==> src/rtl/decode_dispatch.sv <==
// RV32I decode/dispatch stage: a small instruction queue whose head is decoded into the
// 6-bit op encoding and dispatched with a wrapping ROB tag when ROB, RS and (for memory ops) LSB have space.
module decode_dispatch #(
    parameter int ROB_WIDTH = 4,
    parameter int IQ_WIDTH  = 2,
    parameter int IQ_DEPTH  = 4
) (
    input  logic                 clk_in,
    input  logic                 rst_in,
    input  logic                 rdy_in,
    input  logic                 clear,
    input  logic                 if_valid,
    input  logic [31:0]          if_pc,
    input  logic [31:0]          if_inst,
    output logic                 if_ready,
    input  logic                 rob_ready,
    input  logic                 rs_ready,
    input  logic                 lsb_ready,
    output logic                 out_valid,
    output logic                 out_to_rs,
    output logic                 out_to_lsb,
    output logic [5:0]           out_op,
    output logic [4:0]           out_rd,
    output logic [4:0]           out_rs1,
    output logic [4:0]           out_rs2,
    output logic [31:0]          out_imm,
    output logic [31:0]          out_pc,
    output logic [ROB_WIDTH-1:0] out_tag,
    output logic                 out_illegal,
    output logic [IQ_WIDTH:0]    iq_count
);

    localparam logic [5:0] OP_NOTHING = 6'd37;
    localparam logic [IQ_WIDTH:0] IQ_FULL = (IQ_WIDTH+1)'(IQ_DEPTH);

    logic [31:0]          inst_q [IQ_DEPTH];
    logic [31:0]          pc_q   [IQ_DEPTH];
    logic [IQ_WIDTH-1:0]  head_q, tail_q;
    logic [IQ_WIDTH:0]    count_q, count_d;
    logic [ROB_WIDTH-1:0] tag_q;

    logic                 valid_q, to_rs_q, to_lsb_q, illegal_q;
    logic [5:0]           op_q;
    logic [4:0]           rd_q, rs1_q, rs2_q;
    logic [31:0]          imm_q, opc_q;
    logic [ROB_WIDTH-1:0] otag_q;

    logic [31:0] inst;
    logic [6:0]  opcode, f7;
    logic [2:0]  f3;
    logic [5:0]  dec_op;
    logic [31:0] dec_imm;
    logic [4:0]  dec_rd;
    logic        dec_mem;
    logic        enq, dispatch;

    assign inst   = inst_q[head_q];
    assign opcode = inst[6:0];
    assign f3     = inst[14:12];
    assign f7     = inst[31:25];

    always_comb begin
        dec_op  = OP_NOTHING;
        dec_imm = 32'd0;
        dec_rd  = inst[11:7];
        dec_mem = 1'b0;
        case (opcode)
            7'b0110011: begin
                if (f7 == 7'b0000000) begin
                    case (f3)
                        3'b000: dec_op = 6'd0;
                        3'b001: dec_op = 6'd5;
                        3'b010: dec_op = 6'd8;
                        3'b011: dec_op = 6'd9;
                        3'b100: dec_op = 6'd4;
                        3'b101: dec_op = 6'd6;
                        3'b110: dec_op = 6'd3;
                        default: dec_op = 6'd2;
                    endcase
                end else if (f7 == 7'b0100000) begin
                    if (f3 == 3'b000) dec_op = 6'd1;
                    else if (f3 == 3'b101) dec_op = 6'd7;
                end
            end
            7'b0010011: begin
                dec_imm = {{20{inst[31]}}, inst[31:20]};
                case (f3)
                    3'b000: dec_op = 6'd10;
                    3'b111: dec_op = 6'd11;
                    3'b110: dec_op = 6'd12;
                    3'b100: dec_op = 6'd13;
                    3'b010: dec_op = 6'd17;
                    3'b011: dec_op = 6'd18;
                    3'b001: if (f7 == 7'b0000000) dec_op = 6'd14;
                    default: begin
                        if (f7 == 7'b0000000) dec_op = 6'd15;
                        else if (f7 == 7'b0100000) dec_op = 6'd16;
                    end
                endcase
                if (f3 == 3'b001 || f3 == 3'b101) dec_imm = {27'd0, inst[24:20]};
            end
            7'b0000011: begin
                dec_imm = {{20{inst[31]}}, inst[31:20]};
                dec_mem = 1'b1;
                case (f3)
                    3'b000: dec_op = 6'd19;
                    3'b100: dec_op = 6'd20;
                    3'b001: dec_op = 6'd21;
                    3'b101: dec_op = 6'd22;
                    3'b010: dec_op = 6'd23;
                    default: dec_op = OP_NOTHING;
                endcase
            end
            7'b0100011: begin
                dec_imm = {{20{inst[31]}}, inst[31:25], inst[11:7]};
                dec_rd  = 5'd0;
                dec_mem = 1'b1;
                case (f3)
                    3'b000: dec_op = 6'd24;
                    3'b001: dec_op = 6'd25;
                    3'b010: dec_op = 6'd26;
                    default: dec_op = OP_NOTHING;
                endcase
            end
            7'b1100011: begin
                dec_imm = {{20{inst[31]}}, inst[7], inst[30:25], inst[11:8], 1'b0};
                dec_rd  = 5'd0;
                case (f3)
                    3'b000: dec_op = 6'd27;
                    3'b101: dec_op = 6'd28;
                    3'b111: dec_op = 6'd29;
                    3'b100: dec_op = 6'd30;
                    3'b110: dec_op = 6'd31;
                    3'b001: dec_op = 6'd32;
                    default: dec_op = OP_NOTHING;
                endcase
            end
            7'b1101111: begin
                dec_op  = 6'd33;
                dec_imm = {{12{inst[31]}}, inst[19:12], inst[20], inst[30:21], 1'b0};
            end
            7'b1100111: begin
                dec_imm = {{20{inst[31]}}, inst[31:20]};
                if (f3 == 3'b000) dec_op = 6'd34;
            end
            7'b0010111: begin
                dec_op  = 6'd35;
                dec_imm = {inst[31:12], 12'd0};
            end
            7'b0110111: begin
                dec_op  = 6'd36;
                dec_imm = {inst[31:12], 12'd0};
            end
            default: dec_op = OP_NOTHING;
        endcase
        // Illegal words go to RS only, with a clean immediate, so the ROB can trap in order.
        if (dec_op == OP_NOTHING) begin
            dec_imm = 32'd0;
            dec_mem = 1'b0;
        end
    end

    assign if_ready = (count_q != IQ_FULL) && !clear;
    assign enq      = if_valid && if_ready;
    assign dispatch = (count_q != '0) && rob_ready && rs_ready && (!dec_mem || lsb_ready) && !clear;

    always_comb begin
        count_d = count_q;
        case ({enq, dispatch})
            2'b10:   count_d = count_q + 1'b1;
            2'b01:   count_d = count_q - 1'b1;
            default: count_d = count_q;
        endcase
    end

    always_ff @(posedge clk_in or negedge rst_in) begin
        if (!rst_in) begin
            for (int i = 0; i < IQ_DEPTH; i++) begin
                inst_q[i] <= 32'd0;
                pc_q[i]   <= 32'd0;
            end
            head_q <= '0; tail_q <= '0; count_q <= '0; tag_q <= '0;
            valid_q <= 1'b0; to_rs_q <= 1'b0; to_lsb_q <= 1'b0; illegal_q <= 1'b0;
            op_q <= OP_NOTHING; rd_q <= '0; rs1_q <= '0; rs2_q <= '0;
            imm_q <= '0; opc_q <= '0; otag_q <= '0;
        end else if (rdy_in) begin
            if (clear) begin
                head_q <= '0; tail_q <= '0; count_q <= '0; tag_q <= '0;
                valid_q <= 1'b0; to_rs_q <= 1'b0; to_lsb_q <= 1'b0;
            end else begin
                valid_q  <= dispatch;
                to_rs_q  <= dispatch;
                to_lsb_q <= dispatch && dec_mem;
                count_q  <= count_d;
                if (dispatch) begin
                    op_q      <= dec_op;
                    illegal_q <= (dec_op == OP_NOTHING);
                    rd_q      <= dec_rd;
                    rs1_q     <= inst[19:15];
                    rs2_q     <= inst[24:20];
                    imm_q     <= dec_imm;
                    opc_q     <= pc_q[head_q];
                    otag_q    <= tag_q;
                    tag_q     <= tag_q + 1'b1;
                    head_q    <= head_q + 1'b1;
                end
                if (enq) begin
                    inst_q[tail_q] <= if_inst;
                    pc_q[tail_q]   <= if_pc;
                    tail_q         <= tail_q + 1'b1;
                end
            end
        end
    end

    assign out_valid   = valid_q;
    assign out_to_rs   = to_rs_q;
    assign out_to_lsb  = to_lsb_q;
    assign out_op      = op_q;
    assign out_rd      = rd_q;
    assign out_rs1     = rs1_q;
    assign out_rs2     = rs2_q;
    assign out_imm     = imm_q;
    assign out_pc      = opc_q;
    assign out_tag     = otag_q;
    assign out_illegal = illegal_q;
    assign iq_count    = count_q;

endmodule

==> config.mk <==
export PLATFORM = sky130hd
export DESIGN_NAME = decode_dispatch
export DESIGN_NICKNAME = d
export VERILOG_FILES = /design/src/rtl/decode_dispatch.sv
export SDC_FILE = /design/constraint.sdc
export NUM_CORES = 1
export LEC_CHECK = 0
export BUFFER_PORTS_ARGS = -buffer_cell sky130_fd_sc_hd__buf_4
export CAP_MARGIN = 10
export CELL_PAD_IN_SITES_DETAIL_PLACEMENT = 0
export CELL_PAD_IN_SITES_GLOBAL_PLACEMENT = 1
export CORE_MARGIN = 2
export CORE_UTILIZATION = 30
export DETAILED_ROUTE_END_ITERATION = 12
export PLACE_DENSITY = 0.62
export SLEW_MARGIN = 20
export SYNTH_ARGS = -nofsm -noshare
export SYNTH_HDL_FRONTEND = slang
export SYNTH_SLANG_ARGS = --single-unit
export TNS_END_PERCENT = 50
==> constraint.sdc <==
create_clock -name clk_in -period 10.9 [get_ports clk_in]
set_input_delay 0.545 -clock clk_in [delete_from_list [all_inputs] [get_ports clk_in]]
set_output_delay 0.545 -clock clk_in [all_outputs]
set_load 0.02 [all_outputs]
After elaboration in Yosys (flattened, before gate mapping)
Cells that the tools add are included.
{ "totals": {"register_bits": 359, "latch_bits": 0, "mem_bits_rw": 0, "mem_bits_ro": 0, "in_bits": 72, "output_inout_bits": 97, "elab_cells": 121, "mem_count": 0} }
{ "classes": {"add_sub_neg": 5, "n_mul": 0, "div": 0, "n_lt_le_gt_ge": 3, "eq_ne": 21, "shifts": 0, "n_mux": 40, "bitwise_logic": 3, "n_reduce_logical": 27} }
{ "op_table": {"columns": ["operator", "n"], "rows": [
  ["128-bit bitwise mux", 2],
  ["32-bit two-way mux", 7],
  ["32-bit one-hot mux with 6 select lines", 1],
  ["32-bit binary-select mux with 2-bit select", 2],
  ["32-bit demux with 2-bit select", 1],
  ["6-bit one-hot mux with 9 select lines", 1],
  ["6-bit two-way mux", 7],
  ["6-bit one-hot mux with 7 select lines", 1],
  ["6-bit one-hot mux with 6 select lines", 1],
  ["6-bit one-hot mux with 5 select lines", 1],
  ["7-bit by 6-bit equality test with 1-bit output (second input constant)", 4],
  ["4-bit one-hot mux with 7 select lines", 1],
  ["7-bit equality test (second input constant)", 3],
  ["6-bit one-hot mux with 3 select lines", 1],
  ["7-bit by 5-bit equality test with 1-bit output (second input constant)", 2],
  ["3-bit equality test (second input constant)", 4],
  ["1-bit logical AND", 8],
  ["2-bit two-way mux", 4],
  ["4-bit two-way mux", 2],
  ["2-bit OR reduction", 4],
  ["7-bit by 2-bit equality test with 1-bit output (second input constant)", 1],
  ["7-bit zero test", 1],
  ["3-bit by 2-bit equality test with 1-bit output (second input constant)", 2],
  ["6-bit equality test (second input constant)", 1],
  ["other kinds (23)", 37]
]} }

Logic depth before layout (Yosys ltp)
Gate-level depths: netlist of run 1.
{ "depth": {"depth_word": 19, "ltp_mapped": 15, "ltp_nobuf": 12} }

Least setup slack after synthesis of run 1
Ideal clock, no wire load.
{ "synth_timing": {"path_kind": "reg-to-reg", "startpoint": "register head_q[0]", "endpoint": "register count_q[2] (netlist: iq_count[2])", "setup_ns": 0.104, "arrival_ns": 3.634, "required_time_ns": 10.796, "setup_slack_ns": 7.162, "path_stages_with_launch": 15, "n_path_buf": 3, "period_less_slack_ns": 3.738, "cell_sequence": "dfrtp_1 -> buf_6 -> buf_6 -> mux4_2 -> buf_4 -> a21oi_1 -> o311ai_0 -> nor3_2 -> nand3_2 -> nand2_1 -> nor3_1 -> fa_1 -> or4_1 -> o32a_1 -> o311ai_1"} }
{ "synth_via": {"elab_chain_len": 19, "word_cells_on_any_way": 51, "classes_between": "eq/ne: 20; mux: 21; bitwise: 1; reduce/logical: 9"} }
{ "synth_rtl": {"columns": ["item", "line_no", "source"], "rows": [
  ["start: declaration", "38", "logic [IQ_WIDTH-1:0] head_q, tail_q;"],
  ["start signal: assignment", "205", "head_q <= head_q + 1'b1;"],
  ["2-bit NOT with 3-bit output (implied by the code) *", "57", "assign inst = inst_q[head_q];"],
  ["32-bit binary-select mux with 2-bit select *", "57", null],
  ["32-bit two-way mux (implied by the code) * (2 in series)", "57", null],
  ["branches (longest 7 deep; another with 6-bit one-hot mux with 9 select lines)", null, null],
  ["1-bit two-way mux *", "157", "if (dec_op == OP_NOTHING) begin"],
  ["1-bit zero test *", "165", "assign dispatch = (count_q != '0) && rob_ready && rs_ready && (!dec_mem || lsb_ready) && !clear;"],
  ["1-bit logical OR *", "165", null],
  ["1-bit logical AND * (2 in series)", "165", null],
  ["2-bit by 1-bit equality test with 1-bit output / 2-bit equality test (equally long branches)", "169", "case ({enq, dispatch})"],
  ["3-bit one-hot mux with 2 select lines / 3-bit nonzero test (equally long branches)", null, null],
  ["3-bit two-way mux / 2-bit AND reduction (equally long branches)", null, null],
  ["end signal: assignment", "194", "count_q <= count_d;"],
  ["end: declaration", "39", "logic [IQ_WIDTH:0] count_q, count_d;"]
]} }
Mark *: on every way between the ends. The select of a mux whose other input is x is not followed.
A chain may end at the register's enable or synchronous reset.

Final worst setup path of run 1
{ "layout_timing": {"startpoint": "register head_q[0]", "endpoint": "register otag_q[1] (netlist: out_tag[1])"} }
{ "layout_via": {"elab_chain_len": 17, "word_cells_on_any_way": 46, "classes_between": "eq/ne: 18; mux: 19; bitwise: 1; reduce/logical: 8"} }
{ "layout_rtl": {"columns": ["item", "line_no", "source"], "rows": [
  ["2-bit NOT with 3-bit output (implied by the code) *", "57", null],
  ["32-bit binary-select mux with 2-bit select *", "57", null],
  ["32-bit two-way mux (implied by the code) * (2 in series)", "57", null],
  ["branches (longest 7 deep; another with 6-bit one-hot mux with 9 select lines)", null, null],
  ["1-bit two-way mux *", "157", null],
  ["1-bit zero test *", "165", null],
  ["1-bit logical OR *", "165", null],
  ["1-bit logical AND * (2 in series)", "165", null],
  ["3-bit AND reduction (no line) *", null, null],
  ["end signal: assignment", "203", "otag_q <= tag_q;"],
  ["end: declaration", "46", "logic [ROB_WIDTH-1:0] otag_q;"]
]} }
Marks and branches as above.

==> out/summary.txt, run 1 <==
clock skew = 0.0225 ns
cell family with most CP delay = simple AND/OR/NAND/NOR gates
critical path data arrival time = 5.91 ns
Pins Over Slew Limit = 0
post-DR vias/cell = 4.91
number of synthesized flops with an enable pin = 0
Period minus WS final = 5.48 ns
final number of setup-violating endpoints = 0
Die ar. = 55200 µm²
CP Launch Type = flop
CTS Buf Count = 42
Antenna diodes = 0
worst skew pair latency = 0.56 ns
CP Buf/Inv Count = 2
Top FF cell, synth = dfrtp_1
Worst Tran Pin Value = 1.13 ns
Tot GR Track Use = 0.148
HPWL after detailed placement = 25.6 mm
Mapped Area = 16000 µm²
largest fanout on the critical path = 72
die height = 235 µm
Hold Fails Final Rpt = 0
RSZ-0062 raised after global routing = no
Starting Density = 0.304
largest net degree at the start of global routing = 167
clock network fraction of total power = 0.295
CTS sink cnt = 359
Antenna Nets Post-Route = 0
critical path's slowest cell = dfrtp_4
post-cts resize count = 0
DR vias = 9717
sequential cell area fraction in the yosys report = 0.561
Reg power frac = 0.419
Switching Fraction = 0.299
Area Overhead vs Synth = 21.1%
initial antenna violation count = 4
Post-CTS Hold Fix Bufs = 0
GP Congestion = 0.837
# placed instances = 1907
via count of the first global-routing pass = 10500
Post-synth ARST share = 1.00
kind of critical path = reg -> reg
WP data required = 11.33 ns
worst hold path type = in -> async
Pleak = 8.84 nW
first-pass GRT wire length = 63.9 mm
final WL = 40.3 mm
crit end category = flop
Core Area = 52700 µm²
Slew Limit Headroom = 0.250
Final period util = 0.502
cell mode on critical path = buf_4
Setup Fix Bufs, Post-CTS = 0
post-synthesis instance total = 1107
FMAX = 0.183 GHz
number of port buffers = 168
Power Internal = 0.00344 W
net switching power = 0.00147 W
outcome = complete, no violations
clk slew on worst S/H paths = 0.06 ns
nets@finish = 1341
CTS tree = yes
io pins = 169
most frequent cells in the layout = dfrtp_1, mux2_2, buf_4, nand2_1, mux4_2
root buf cell = clkbuf_16
Post-Layout Cell Count = 1980
commonest non-fill, non-tap cell in the layout = dfrtp_1
routed wire length per instance = 20.3 µm
die width = 235 µm
Net Count, Synth = 1185
Rows = 84
crit-path cells = buf_4 -> mux4_2 -> nor2_1 -> nand2_1 -> nor4_2 -> nand3_2 -> nand3_4 -> buf_4 -> mux2_2
syn avg cell area = 14.5 µm²
Clock Tree Buf Depth = 3
DR DRC count = 0
initial drt markers = 421
layout cells sized above 1 = 0.478
setup_tns = 0 ns
critical path's largest stage delay = 1.02 ns
maxcap violations = 0
Ys Warns = 0
post-synthesis register bit count = 359
H-tree depth = 2
Pre-Repair DR Iteration Count = 4
worst vdd ir = 117 µV
pwr dens = 254 nW/µm²
combinational power share = 0.286
global route total overflow = 0
Cell variety after synth = 69
-- logic make-up after synthesis --
family | after synthesis | share of synthesized area
and+or+nand+nor | 153 | 0.0495
buffers and inverters | 78 | 0.0227
adders and majority gates | 6 | 0.00516
muxes | 368 | 0.304
DFF | 359 | 0.561
xor gates and xnor gates | 5 | 0.00273
AOI/OAI and AO/OA | 138 | 0.0549
-- cells in the mapped netlist (all sizes together) (3+ instances only) --
library cell / number / share of area
o21ai: 46 / 0.014
inv: 13 / 0.0030
or2: 3 / 0.0012
ha: 5 / 0.0039
a21o: 3 / 0.0014
nor2: 21 / 0.0049
nor2b: 5 / 0.0020
dfrtp: 356 / 0.56
nor3: 7 / 0.0025
dfstp: 3 / 0.0049
o31ai: 3 / 0.0014
nand2b: 6 / 0.0023
mux2: 302 / 0.21
a22oi: 6 / 0.0028
a22o: 10 / 0.0055
clkbuf: 38 / 0.0089
a21oi: 36 / 0.011
and2: 10 / 0.0039
nand2: 71 / 0.017
nor4: 5 / 0.0037
o21a: 3 / 0.0014
o311ai: 3 / 0.0016
o211ai: 4 / 0.0019
mux4: 64 / 0.090
a211oi: 4 / 0.0022
a32oi: 3 / 0.0016
nand3: 11 / 0.0044
and3: 3 / 0.0012
xnor2: 4 / 0.0022
nor3b: 4 / 0.0022
buf: 27 / 0.011
-- worst paths after layout --
check | from | endpoint | slack, ns | cells after the start
worst max register to register | head_q[0]$_DFFE_PN0P_ | out_tag[1]$_DFFE_PN0P_ | 5.42 | 9
worst max-delay path | head_q[0]$_DFFE_PN0P_ | out_tag[1]$_DFFE_PN0P_ | 5.42 | 9
worst min register to register | out_rd[3]$_DFFE_PN0P_ | out_rd[3]$_DFFE_PN0P_ | 0.48 | 2
min in group clk_in | if_pc[22] | pc_q[86]$_DFFE_PN0P_ | 0.25 | 2
worst min-delay path | rst_in | pc_q[98]$_DFFE_PN0P_ | 0.06 | 1
max in group asynchronous | rst_in | head_q[1]$_DFFE_PN0P_ | 9.34 | 2
-- through the flow --
step | hold WS, ns | instance area [µm²] | worst slack, ns | power (W) | util
finish | 0.0616 | 19400 | 5.42 | 0.00492 | 0.368
global route | 0.130 | 19400 | 4.92 | 0.00521 | 0.368
CTS | 0.121 | 19400 | 5.25 | 0.00499 | 0.368
detailed placement | 0.477 | 18000 | 5.27 | 0.00351 | 0.341
global placement | 0.474 | 18000 | 5.33 | 0.00346 | 0.341
floorplan | 0.249 | 16000 | 7.16 | 0.00301 | -
-- flip-flops by register name (all words and copies together) (netlist names) --
signal / cells
pc_q: 128
out_rs1: 5
out_imm: 32
out_illegal: 1
out_tag: 4
out_rd: 5
out_pc: 32
out_to_rs: 1
tag_q: 4
inst_q: 128
out_to_lsb: 1
out_rs2: 5
tail_q: 2
out_op: 6
iq_count: 3
head_q: 2
-- metal layers --
layer  GRT usage  share of wire  vias up
met5           0         0.0012        -
met4      0.0403          0.021        8
met3      0.0359          0.047       65
met2       0.239           0.48      173
met1       0.197           0.45     5066
li1            -              -     4405
-- power by group through the flow --
stage	registers, W	clock network, W	logic [W]
6_report	0.00206	0.00145	0.00141
5_1_grt	0.00213	0.00155	0.00153
4_1_cts	0.00207	0.00150	0.00142
3_5_place_dp	0.00209	0	0.00142
3_3_place_gp	0.00207	0	0.00139
2_1_floorplan	0.00209	0	0.000921
-- area by class of cell --
type | instances | area [µm²]
repair buffers | 177 | 1350
multi-input cells | 670 | 6700
fillers | 5029 | 33300
clock inverters | 15 | 184
flip-flops and latches | 359 | 8990
clock buffers | 58 | 1250
inverters | 13 | 48.8
well taps | 688 | 861
(Power assumes the default switching activity.)
==> run 2: changes to the inputs <==
- PLACE_DENSITY: 0.62 -> 0.64
- clock period: 10.9 -> 4.85 ns (I/O delays scaled with it)
==> out/summary.txt, run 2 (synthesis gave the netlist of run 1 again) <==
largest fanout on the critical path = 19
via count of the first global-routing pass = 10700
Design Area, Final = 20200 µm²
Hold Crit Start = rob_ready
clock skew = 0.0232 ns
initial antenna violation count = 7
Tot GR Track Use = 0.146
FMAX = 0.237 GHz
setup_tns = 0 ns
post-cts resize count = 0
reg-to-reg critical path endpoint = iq_count[2]$_DFFE_PN0P_
pwr dens = 555 nW/µm²
CTS Buf Count = 43
critical path data arrival time = 4.68 ns
worst r2r src = head_q[0]$_DFFE_PN0P_
number of port buffers = 168
Slew Limit Headroom = 0.326
Pre-Repair DR Iteration Count = 4
Core Area = 52700 µm²
die height = 235 µm
Antenna Nets Post-Route = 0
H-tree depth = 2
initial drt markers = 407
CP Launch Type = flop
Largest regs = inst_q (128), pc_q (128)
Worst Hold End = iq_count[1]$_DFFE_PN0P_
nets@finish = 1417
reg2reg setup slack = 0.62 ns
critical path's largest stage delay = 0.65 ns
Crit path depth = 12
Final period util = 0.871
worst vdd ir = 299 µV
CTS sink cnt = 359
final WL = 40.2 mm
HPWL after detailed placement = 26.4 mm
Pleak = 9.19 nW
RSZ-0062 raised after global routing = no
Hold Fails Final Rpt = 0
Pins Over Slew Limit = 0
Clock Tree Buf Depth = 3
clk slew on worst S/H paths = 0.06 ns
DR DRC count = 0
Die ar. = 55200 µm²
CP Buf/Inv Count = 0
root buf cell = clkbuf_16
most frequent cells in the layout = dfrtp_1, mux2_2, buf_4, dlygate4sd3_1, nand2_1
io pins = 169
maxcap violations = 0
GP Congestion = 0.849
layout cells sized above 1 = 0.454
critical path's slowest cell = dfrtp_4
post-DR vias/cell = 4.88
final number of setup-violating endpoints = 0
outcome = complete, no violations
kind of critical path = reg -> reg
Hold Crit Depth = 4
largest net degree at the start of global routing = 170
Period minus WS final = 4.23 ns
DP Area = 18000 µm²
DR vias = 10100
Worst Tran Pin Value = 1.01 ns
first-pass GRT wire length = 63.8 mm
Starting Density = 0.304
Rows = 84
WP data required = 5.30 ns
crit end category = flop
global route total overflow = 0
# placed instances = 1914
worst hold path type = in -> reg
Area Overhead vs Synth = 26.3%
cell mode on critical path = nand2_1
cell family with most CP delay = simple AND/OR/NAND/NOR gates
Fill cells = 5016
routed wire length per instance = 19.5 µm
Register-to-Register Path Depth = 12
CTS tree = yes
worst skew pair latency = 0.58 ns
commonest non-fill, non-tap cell in the layout = dfrtp_1
crit-path cells = mux4_2 -> nor4_4 -> and2_1 -> nand2_1 -> a211oi_2 -> nand3_2 -> nand2_1 -> nor3_1 -> fa_1 -> or4_1 -> o32a_1 -> o311ai_1
die width = 235 µm
Post-Layout Cell Count = 2063
## run 2: changes by cell type in the layout (fill, tap and decap cells not counted), sizes merged
cell         before  now
clkbuf           58   63
clkinvlp          2    1
buf             177  184
diode             0    2
dlygate4sd3       0   68
clkinv            8    9
bufinv            4    5
## run 2: final cells by class
| class | count | area (µm²) | share of cell area |
|---|---|---|---|
| Antenna cell | 2 | 5.00 | 0.000248 |
| Tap cell | 688 | 861 | 0.0426 |
| Sequential cell | 359 | 8990 | 0.445 |
| Multi-Input combinational cell | 670 | 6700 | 0.331 |
| Clock inverter | 16 | 249 | 0.0123 |
| Timing Repair Buffer | 252 | 2110 | 0.104 |
| Inverter | 13 | 48.8 | 0.00241 |
| Clock buffer | 63 | 1250 | 0.0619 |
## run 2: worst max-delay path by stage
stage / startpoint / endpoint / slack, ns
after detailed placement: head_q[0]$_DFFE_PN0P_ / iq_count[2]$_DFFE_PN0P_ / 0.63
after CTS: head_q[0]$_DFFE_PN0P_ / iq_count[2]$_DFFE_PN0P_ / 0.60
final: head_q[0]$_DFFE_PN0P_ / iq_count[2]$_DFFE_PN0P_ / 0.62
after floorplan: head_q[0]$_DFFE_PN0P_ / iq_count[2]$_DFFE_PN0P_ / 1.11
after global routing: head_q[0]$_DFFE_PN0P_ / iq_count[2]$_DFFE_PN0P_ / 0.40
after global placement: head_q[0]$_DFFE_PN0P_ / iq_count[2]$_DFFE_PN0P_ / 0.64
## run 2: routing by layer
| layer | vias up | routed length [µm] | GRT usage |
|---|---|---|---|
| li1 | 4555 | - | - |
| met2 | 195 | 19100 | 0.233 |
| met1 | 5234 | 17800 | 0.197 |
| met4 | 10 | 942 | 0.0441 |
| met5 | - | 62 | 0 |
| met3 | 74 | 2230 | 0.0362 |
## run 2: what timing repair did
action / in CTS / in global routing
hold endpoints to repair: 328 / 0
buffers inserted: 0 / 0
hold buffers: 68 / 0
## run 2: metrics by stage
step | setup WS [ns] | util | hold WS [ns] | power (W)
after global routing | 0.395 | 0.384 | 0.128 | 0.0119
after CTS | 0.604 | 0.384 | 0.0996 | 0.0114
after global placement | 0.639 | 0.342 | 0.251 | 0.00779
after detailed placement | 0.627 | 0.342 | 0.257 | 0.00791
final | 0.623 | 0.384 | 0.141 | 0.0112
after floorplan | 1.11 | - | -0.0531 | 0.00677
## run 2: power by group
part           total, W  internal (W)  switching [W]  leakage (nW)
clock network   0.00336       0.00207        0.00130         0.736
logic           0.00327       0.00173        0.00154          3.79
registers       0.00459       0.00406       0.000529          4.66
## run 2: tightest hold or removal path: stages
cell and delay [ns]:
buf_4 0.09, a31o_2 0.15, o21bai_1 0.06, o2bb2ai_1 0.11
==> run 3: changes to the inputs <==
==> constraint.sdc (replaced) <==
create_clock -name clk_in -period 4.85 [get_ports clk_in]
set_input_delay 0.97 -clock clk_in [delete_from_list [all_inputs] [get_ports clk_in]]
set_output_delay 0.97 -clock clk_in [all_outputs]
set_load 0.02 [all_outputs]
==> out/summary.txt, run 3 (synthesis gave the netlist of run 1 again) <==
worst hold path type = reg -> reg
clk slew on worst S/H paths = 0.06 ns
Register-to-Register Path Depth = 12
uppermost layer routed = met5
Setup Fix Bufs, Post-CTS = 0
Pleak = 8.90 nW
first-pass GRT wire length = 63.7 mm
metal2 WL = 18.8 mm
CTS sink cnt = 359
WP data required = 5.31 ns
Worst Tran Pin Value = 1.09 ns
Critical path origin = head_q[0]$_DFFE_PN0P_
critical path's largest stage delay = 0.67 ns
final WL = 40.2 mm
post-cts resize count = 0
Clock Tree Buf Depth = 3
clock skew = 0.0174 ns
RSZ-0062 raised after global routing = no
Final period util = 0.892
cell family with most CP delay = simple AND/OR/NAND/NOR gates
via count of the first global-routing pass = 10500
outcome = complete, no violations
Post-CTS Hold Fix Bufs = 0
CP Buf/Inv Count = 1
maxcap violations = 0
largest net degree at the start of global routing = 119
initial antenna violation count = 4
Period minus WS final = 4.32 ns
Tot GR Track Use = 0.147
most frequent cells in the layout = dfrtp_1, mux2_2, buf_4, nand2_1, mux4_2
worst skew pair latency = 0.57 ns
Post-Layout Cell Count = 1993
GP Congestion = 0.874
die height = 235 µm
FMAX = 0.231 GHz
M1 WL = 18.2 mm
nets@finish = 1354
io pins = 169
initial drt markers = 513
Die ar. = 55200 µm²
Antenna diodes = 0
Area Overhead vs Synth = 21.8%
root buf cell = clkbuf_16
Hold Fails Final Rpt = 0
H-tree depth = 2
DP Area = 18100 µm²
Design Area, Final = 19500 µm²
global route total overflow = 0
Fill cells = 5034
HPWL after detailed placement = 26.1 mm
critical path's slowest cell = mux4_2
Core Area = 52700 µm²
reg-to-reg critical path endpoint = iq_count[2]$_DFFE_PN0P_
Pins Over Slew Limit = 0
Starting Density = 0.304
commonest non-fill, non-tap cell in the layout = dfrtp_1
DR WL met3 = 2.15 mm
crit path to = iq_count[2]$_DFFE_PN0P_
Multi-input gate area = 6700 µm²
CTS Buf Count = 42
worst vdd ir = 304 µV
Largest regs = inst_q (128), pc_q (128)
# placed instances = 1920
number of port buffers = 168
Crit path depth = 12
reg2reg setup slack = 0.53 ns
layout cells sized above 1 = 0.480
crit-path cells = buf_4 -> mux4_2 -> a21oi_1 -> o311ai_0 -> nor3_2 -> nand3_2 -> nand2_1 -> nor3_1 -> fa_1 -> or4_1 -> o32a_1 -> o311ai_1
Pre-Repair DR Iteration Count = 4
crit end category = flop
CTS tree = yes
critical path data arrival time = 4.78 ns
largest fanout on the critical path = 18
die width = 235 µm
setup_tns = 0 ns
routed wire length per instance = 20.2 µm
CP Launch Type = flop
sequential standard cell area = 8990 µm²
Antenna Nets Post-Route = 0
final number of setup-violating endpoints = 0
pwr dens = 565 nW/µm²
worst r2r src = head_q[0]$_DFFE_PN0P_
Slew Limit Headroom = 0.272
Rows = 84
post-DR vias/cell = 4.91
kind of critical path = reg -> reg
DR DRC count = 0
DR vias = 9791
==> run 3: final cells by class <==
type | instances | share of cell area
Clock buffer | 55 | 0.0600
Inverter | 13 | 0.00250
Sequential cell | 359 | 0.461
Tap cell | 688 | 0.0441
Multi-Input combinational cell | 670 | 0.344
Clock inverter | 18 | 0.0112
Timing Repair Buffer | 190 | 0.0774
==> run 3: worst min path at each step <==
stage                     cells past startpoint                      to                   start
after CTS                                     2   out_rd[4]$_DFFE_PN0P_   out_rd[4]$_DFFE_PN0P_
final                                         2   out_rd[4]$_DFFE_PN0P_   out_rd[4]$_DFFE_PN0P_
after floorplan                               1  inst_q[34]$_DFFE_PN0P_  inst_q[34]$_DFFE_PN0P_
after global placement                        1   out_op[1]$_DFFE_PN0P_   out_op[1]$_DFFE_PN0P_
after global routing                          1  out_pc[28]$_DFFE_PN0P_  out_pc[28]$_DFFE_PN0P_
after detailed placement                      1   out_op[1]$_DFFE_PN0P_   out_op[1]$_DFFE_PN0P_
==> run 3: report_power, final <==
group	internal, W	switching [W]
sequential	0.00406	0.000534
clock	0.00191	0.00128
combinational	0.00171	0.00153
==> run 3: metrics by stage <==
step	hold slack, ns	setup WS (ns)	util	total power [W]
3_5_place_dp	0.473	0.499	0.344	0.00791
5_1_grt	0.507	0.221	0.370	0.0117
2_1_floorplan	0.474	1.11	-	0.00677
4_1_cts	0.487	0.459	0.370	0.0112
6_report	0.479	0.526	0.370	0.0110
3_3_place_gp	0.462	0.562	0.344	0.00780
==> run 3: metal layers <==
| metal | vias to the layer above | track usage |
|---|---|---|
| li1 | 4427 | - |
| met1 | 5096 | 0.197 |
| met2 | 182 | 0.234 |
| met3 | 78 | 0.0359 |
| met4 | 8 | 0.0460 |
| met5 | - | 0 |
==> run 3: worst register-to-register path: cells and delay by family (launching register included) <==
kind	cells	cell delay [ns]
multiplexers	1	0.67
flip-flops	1	0.65
adder cells (fa/ha/maj)	1	0.41
buffers and inverters	1	0.35
AND/OR/NAND/NOR	5	1.39
AO/OA/AOI/OAI	4	0.76
